==> src/rtl/mips_multicycle_ctrl.sv <==
// Multicycle control sequencer for the MIPS_new datapath: walks fetch/decode/execute/
// memory/writeback states and emits Moore-decoded enables, mux selects and a retire count.
module mips_multicycle_ctrl #(
  parameter int CNT_WIDTH = 16
) (
  input  logic                 clk,
  input  logic                 reset,
  input  logic                 run,
  input  logic [5:0]           opcode,
  input  logic [5:0]           funct,
  output logic [3:0]           count_state,
  output logic                 ir_we,
  output logic                 pc_we,
  output logic                 rf_we,
  output logic                 reg_dst,
  output logic                 alu_src_b,
  output logic [2:0]           alu_op,
  output logic                 mem_we,
  output logic                 mem_to_reg,
  output logic                 busy,
  output logic                 illegal,
  output logic [CNT_WIDTH-1:0] instr_cnt
);

  localparam logic [3:0] S_IDLE      = 4'd0;
  localparam logic [3:0] S_FETCH     = 4'd1;
  localparam logic [3:0] S_DECODE    = 4'd2;
  localparam logic [3:0] S_EXECUTE   = 4'd3;
  localparam logic [3:0] S_WRITEBACK = 4'd4;
  localparam logic [3:0] S_MEMORY    = 4'd5;
  localparam logic [3:0] S_TRAP      = 4'd7;

  localparam logic [5:0] OP_RTYPE = 6'h00;
  localparam logic [5:0] OP_ADDI  = 6'h08;
  localparam logic [5:0] OP_LW    = 6'h23;
  localparam logic [5:0] OP_SW    = 6'h2B;

  logic [3:0]           state_q, state_d;
  logic [5:0]           op_q, op_d;
  logic [5:0]           fn_q, fn_d;
  logic [CNT_WIDTH-1:0] cnt_q, cnt_d;
  logic                 legal;
  logic                 retire;
  logic                 alu_phase;

  // Legality is judged on the live IR fields during DECODE, before they are latched
  always_comb begin
    legal = 1'b0;
    case (opcode)
      OP_RTYPE: legal = (funct == 6'h20) || (funct == 6'h22) ||
                        (funct == 6'h24) || (funct == 6'h25);
      OP_ADDI, OP_LW, OP_SW: legal = 1'b1;
      default: legal = 1'b0;
    endcase
  end

  always_comb begin
    state_d = S_IDLE;
    case (state_q)
      S_IDLE:      state_d = run ? S_FETCH : S_IDLE;
      S_FETCH:     state_d = S_DECODE;
      S_DECODE:    state_d = legal ? S_EXECUTE : S_TRAP;
      S_EXECUTE:   state_d = ((op_q == OP_LW) || (op_q == OP_SW)) ? S_MEMORY : S_WRITEBACK;
      S_MEMORY:    state_d = (op_q == OP_SW) ? (run ? S_FETCH : S_IDLE) : S_WRITEBACK;
      S_WRITEBACK: state_d = run ? S_FETCH : S_IDLE;
      S_TRAP:      state_d = run ? S_TRAP : S_IDLE;
      default:     state_d = S_IDLE;
    endcase
  end

  // An instruction retires as it leaves WRITEBACK, or leaves MEMORY when it is a store
  always_comb begin
    retire = (state_q == S_WRITEBACK) || ((state_q == S_MEMORY) && (op_q == OP_SW));
    cnt_d  = cnt_q + CNT_WIDTH'(retire);
    op_d   = (state_q == S_DECODE) ? opcode : op_q;
    fn_d   = (state_q == S_DECODE) ? funct  : fn_q;
  end

  always_ff @(posedge clk or negedge reset) begin
    if (!reset) begin
      state_q <= S_IDLE;
      op_q    <= '0;
      fn_q    <= '0;
      cnt_q   <= '0;
    end else begin
      state_q <= state_d;
      op_q    <= op_d;
      fn_q    <= fn_d;
      cnt_q   <= cnt_d;
    end
  end

  // ALU controls stay stable across EXECUTE, MEMORY and WRITEBACK so the datapath may re-sample
  always_comb begin
    alu_phase  = (state_q == S_EXECUTE) || (state_q == S_MEMORY) || (state_q == S_WRITEBACK);
    ir_we      = (state_q == S_FETCH);
    pc_we      = (state_q == S_FETCH);
    rf_we      = (state_q == S_WRITEBACK);
    reg_dst    = (state_q == S_WRITEBACK) && (op_q == OP_RTYPE);
    mem_to_reg = (state_q == S_WRITEBACK) && (op_q == OP_LW);
    mem_we     = (state_q == S_MEMORY) && (op_q == OP_SW);
    busy       = (state_q == S_FETCH) || (state_q == S_DECODE) || alu_phase;
    illegal    = (state_q == S_TRAP);
    alu_src_b  = 1'b0;
    alu_op     = 3'b000;
    if (alu_phase) begin
      if (op_q == OP_RTYPE) begin
        case (fn_q)
          6'h22:   alu_op = 3'b001;
          6'h24:   alu_op = 3'b010;
          6'h25:   alu_op = 3'b011;
          default: alu_op = 3'b000;
        endcase
      end else begin
        alu_src_b = 1'b1;
      end
    end
  end

  assign count_state = state_q;
  assign instr_cnt   = cnt_q;

endmodule
==> config.mk <==
export PLATFORM = sky130hd
export DESIGN_NAME = mips_multicycle_ctrl
export DESIGN_NICKNAME = d
export VERILOG_FILES = /design/src/rtl/mips_multicycle_ctrl.sv
export SDC_FILE = /design/constraint.sdc
export NUM_CORES = 1
export LEC_CHECK = 0
export BUFFER_PORTS_ARGS = -buffer_cell sky130_fd_sc_hd__buf_2
export CAP_MARGIN = 30
export CORE_MARGIN = 4
export CORE_UTILIZATION = 25
export CTS_CLUSTER_DIAMETER = 40
export CTS_CLUSTER_SIZE = 30
export DETAILED_ROUTE_END_ITERATION = 10
export PLACE_DENSITY = 0.46
export SLEW_MARGIN = 10
export SYNTH_ARGS = -nofsm -noshare
export SYNTH_HDL_FRONTEND = slang
export SYNTH_SLANG_ARGS = --single-unit
==> constraint.sdc <==
create_clock -name clk -period 2.5 [get_ports clk]
set_input_delay 0.375 -clock clk [delete_from_list [all_inputs] [get_ports clk]]
set_output_delay 0.375 -clock clk [all_outputs]
set_load 0.01 [all_outputs]
# Yosys cells after proc, flatten, opt, wreduce, memory -nomap -nowiden
# Index checks and enable logic that the tools add are counted.
dict set report word_totals {
  reg_bits 32
}
dict set report op_classes {
  n_addsub 1
  muxes 12
  reduce_logical 17
  eq_ne 18
}
# op count
set ops {}
lappend ops {{6-bit == test, second input constant} 11}
lappend ops {{4-bit case mux with 6 select lines} 1}
lappend ops {{16-bit by 1-bit adder with 16-bit output} 1}
lappend ops {{4-bit by 3-bit == test with 1-bit output, second input constant} 3}
lappend ops {{6-bit zero test} 2}
lappend ops {{1-bit logical OR} 9}
lappend ops {{4-bit by 2-bit == test with 1-bit output, second input constant} 2}
lappend ops {{6-bit by 4-bit == test with 1-bit output, second input constant} 1}
lappend ops {{3-bit 2-to-1 mux} 2}
lappend ops {{2-bit case mux with 3 select lines} 1}
lappend ops {{4-bit by 1-bit == test with 1-bit output, second input constant} 1}
lappend ops {{4-bit zero test} 1}
lappend ops {{1-bit 2-to-1 mux} 4}
lappend ops {{2-bit 2-to-1 mux} 2}
lappend ops {{4-bit 2-to-1 mux} 1}
lappend ops {{1-bit logical AND} 3}
lappend ops {{3-bit OR reduction} 1}
lappend ops {{1-bit case mux with 2 select lines} 1}
lappend ops {{2-bit OR reduction} 1}

# Longest topological paths before layout
dict set report logic_depth {
  ltp_word 7
  depth_mapped 10
  mapped_depth_nobuf 10
}

# Worst setup path before layout
# No wires, ideal clock.
dict set report synth_path {
  kind {flip-flop to flip-flop}
  from {register state_q[1] (netlist: count_state[1])}
  to {register cnt_q[12] (netlist: instr_cnt[12])}
  synth_period_minus_slack_ns 2.058
  stages_incl_launch_ff 10
  path_buffers 1
  arrival_ns 1.932
  required_time_ns 2.374
  setup_time_ns 0.126
  setup_slack_ns 0.442
  cell_sequence {dfrtp_1 clkbuf_1 nand2b_1 nor2_1 ha_1 ha_1 inv_1 nor4_1 nand2_1 xnor2_1}
}
dict set report synth_between {
  elab_chain_len 4
  word_cells_on_any_way 5
  cone_classes {1 x add/sub; 2 x eq/ne; 2 x reduce/logical}
}
# item line_no
set synth_rtl {}
lappend synth_rtl {{start, declared} 38} ;# logic [3:0] state_q, state_d;
lappend synth_rtl {{start signal, assigned} 86} ;# state_q <= state_d;
lappend synth_rtl {{4-bit by 3-bit == test with 1-bit output} 73} ;# retire = (state_q == S_WRITEBACK) || ((state_q == S_MEMORY) && (op_q == OP_SW));
lappend synth_rtl {{1-bit logical AND} 73}
lappend synth_rtl {{1-bit logical OR (*)} 73}
lappend synth_rtl {{16-bit by 1-bit adder with 16-bit output (*)} 74} ;# cnt_d = cnt_q + CNT_WIDTH'(retire);
lappend synth_rtl {{named net cnt_d[12]} 41} ;# logic [CNT_WIDTH-1:0] cnt_q, cnt_d;
lappend synth_rtl {{end signal, assigned} 89} ;# cnt_q <= cnt_d;
lappend synth_rtl {{end, declared} 41}
# The timed path passes the listed nets; every way through them passes the cells marked *.
# A chain may end at the register's enable or synchronous reset.

# Worst setup path in the final report
dict set report layout_path {
  from {register op_q[3]}
  to {output alu_op[1]}
}
dict set report layout_between {
  elab_chain_len 3
}
# item line_no
set layout_rtl {}
lappend layout_rtl {{start, declared} 39} ;# logic [5:0] op_q, op_d;
lappend layout_rtl {{start signal, assigned} 87} ;# op_q <= op_d;
lappend layout_rtl {{6-bit zero test} 107} ;# if (op_q == OP_RTYPE) begin
lappend layout_rtl {{2-bit 2-to-1 mux} 107}
lappend layout_rtl {{2-bit 2-to-1 mux} 106} ;# if (alu_phase) begin
lappend layout_rtl {{end, declared} 17} ;# output logic [2:0] alu_op,
# Every way passes these cells.

==> impl_results.md <==
- Result of the run: finished, final reports clean
- Core Region: 0.00592 mm2
- Final Wtd Congestion: between 0.7 and 0.8
- EDFF count, synth: 0
- Nets: 205
- Type of origin of the critical path: flop
- Grt ovf: 0
- Slew headroom: 53.3%
- Post-synthesis sequential area ratio: 50.8%
- First-pass GRT wire length: 5640 um
- CTS resizes: 0
- Placed Area: 0.00183 mm2
- Clock latency on the worst-skew pair: ~280 ps
- Dpl hpwl: 2520 um
- Drt via density: 4.48
- Top cell type by total area after synthesis: dfrtp_1
- Drt wl/cell: 12.9 um
- Period utilisation layout: between 90% and 100%
- Top cell type's share of synthesized area: about half
- Initial antenna violation count: 0
- H-tree depth: 2
- Final WL: 3400 um
- Max Root-Sink Buffers: 2
- Max Fclk: 436 MHz
- Clock Skews: 7.19 ps
- Cell count after synthesis: 139
- Cell Rows: 28
- Final min period: between 2000 and 2500 ps
- Pin count of the biggest net entering global routing: 32
- Root buf cell: clkbuf_8
- Power Density: between 900 and 1000 mW/mm2
- Syn Std Cell Area: 0.00153 mm2
- Initial DRC count: 45
- # hold bufs at CTS: 0
- Total leakage power: 0.949 nW
- Max-cap viol count: 0
- Max FO, Critical Path: 4
- Die area: approximately 0.0074 mm2
- CP delay by family, top: simple AND/OR/NAND/NOR gates
- Starting Density: 25.8%
- DRT Pass-1 Iters: 4
- Post-route DRC violation count: 0
- Num CTS Buffers: 5
- Layout area overhead: 25.5%
- Post-CTS Setup Bufs: 0
- Post-route ant nets: 0
- CTS tree: yes
- Setup TNS: 0 ps
- Slew Limit Fails: 0
- Final setup viols: 0
- CTS clock-pin slew for the worst setup and hold paths: approximately 70 ps
- Die Y: 86.2 um
- Worst endpoint required time: 2120 ps
- Final hold violation count: 0
- Vias in the first global route: 1,165
- Worst Tran Pin Value: 700 ps
- PnR worst setup slack: 209 ps
- Io pins: 47
- Layout cells sized above 1: 40.7%
- Pre-CTS WS: about 200 ps
- Ant. Diodes: 0
- Async SR Flop Fraction: 100%
- YS warnings: 0
- CP bufs+invs: 1
- RSZ-0062 raised after global routing: false
- Most frequent cells in the layout: buf_2 (44), dfrtp_1 (31), mux2_2 (12)
- Hold crit path type: input port to asynchronous set/reset pin
- Worst VDD drop: ~450 uV
- Most common cell after layout, fill and taps aside: buf_2
- Design area: 0.00192 mm2
- Slowest CP cell: or4_4
- CP max stage delay: approximately 540 ps
- Pwr Total: 1.87 mW
- Area contributors post-synth: dfrtp_1 (51%), mux2_2 (8.8%), xnor2_1 (4.6%)
- CP Capture Type: output port
- Synthesized flop and latch total: 31
- GRT Util Overall: about a tenth
- Die Wd: about 86 um
- Main synth FF type: dfrtp_1
- Via count: 1,183
- Critical path class: flop to output port
- Critical-path cell list: or4_4 -> nor3_4 -> nand4_2 -> nor3b_2 -> buf_2
- Port bufs: 44
- Mean Syn Cell Area: between 10 and 15 um2
- Worst path arrival time: around 1900 ps
- Sinks on Clock Net: 31
- Netlist cell types: 34
==> final cells by class <==
class / instances / area [um2]
clock buffer: 5 / 68.8
clock inverter: 3 / 15.0
fill: 618 / 4000
inverter: 5 / 18.8
multi-input combinational: 97 / 694
sequential: 31 / 776
tap: 75 / 93.8
timing repair buffer: 48 / 250
==> synth_stat cells (3+ instances only) <==
master	instances
nor2_1	10
and3_1	4
buf_4	4
nand2_1	9
a21oi_1	3
o21ai_0	5
nor3_1	6
inv_1	5
nand3_1	9
mux2_2	12
dfrtp_1	31
xor2_1	6
xnor2_1	8
==> path summary, 6_finish.rpt <==
check                         startpoint       endpoint  slack (ps)  depth (start not counted)
setup reg to reg                 op_q[0]  instr_cnt[12]         220                         10
setup / recovery                 op_q[3]      alu_op[1]         210                          5
max in group asynchronous          reset   instr_cnt[2]        1910                          1
min in group clk                funct[4]        fn_q[4]         340                          2
hold reg to reg            instr_cnt[15]  instr_cnt[15]         480                          1
hold / removal                     reset        fn_q[3]         130                          1
==> state kept, by name, summed over array words and instances (netlist names) <==
signal / count
op_q: 6
fn_q: 6
instr_cnt: 16
count_state: 3
==> stage by stage <==
| step | std cells | hold WS [ps] | util, % |
|---|---|---|---|
| 2_1_floorplan | 140 | 79.4 | - |
| 3_3_place_gp | 256 | 461 | 31.0 |
| 3_5_place_dp | 256 | 465 | 31.0 |
| 4_1_cts | 264 | 164 | 32.4 |
| 5_1_grt | 264 | 206 | 32.4 |
| 6_report | 264 | 132 | 32.4 |
==> kinds of logic (layout without fill, tap and decap cells) <==
kind of cell	count (synthesis)	after routing	share of synthesized area, %
simple gates	53	53	20.5
flops	31	31	50.8
xor+xnor	14	14	8.03
compound gates	13	13	5.32
mux	13	13	9.50
buf+inv	12	61	4.01
fa+ha+maj	2	2	1.64
other cells	1	2	0.245
==> where the power goes <==
group	switching [mW]	internal, mW	total, mW
registers	0.136	0.664	0.800
logic	0.344	0.339	0.683
clock network	0.197	0.190	0.387
total	0.676	1.19	1.87
==> per-layer routing <==
| metal | global-route usage [%] | wire length, um | vias to the layer above |
|---|---|---|---|
| met5 | 0 | 0 | - |
| met4 | 3.82 | 46 | 0 |
| met3 | 3.14 | 285 | 5 |
| met2 | 14.2 | 1480 | 43 |
| met1 | 13.1 | 1590 | 559 |
| li1 | - | - | 576 |
No activity file was read; power rests on OpenSTA's default activity.
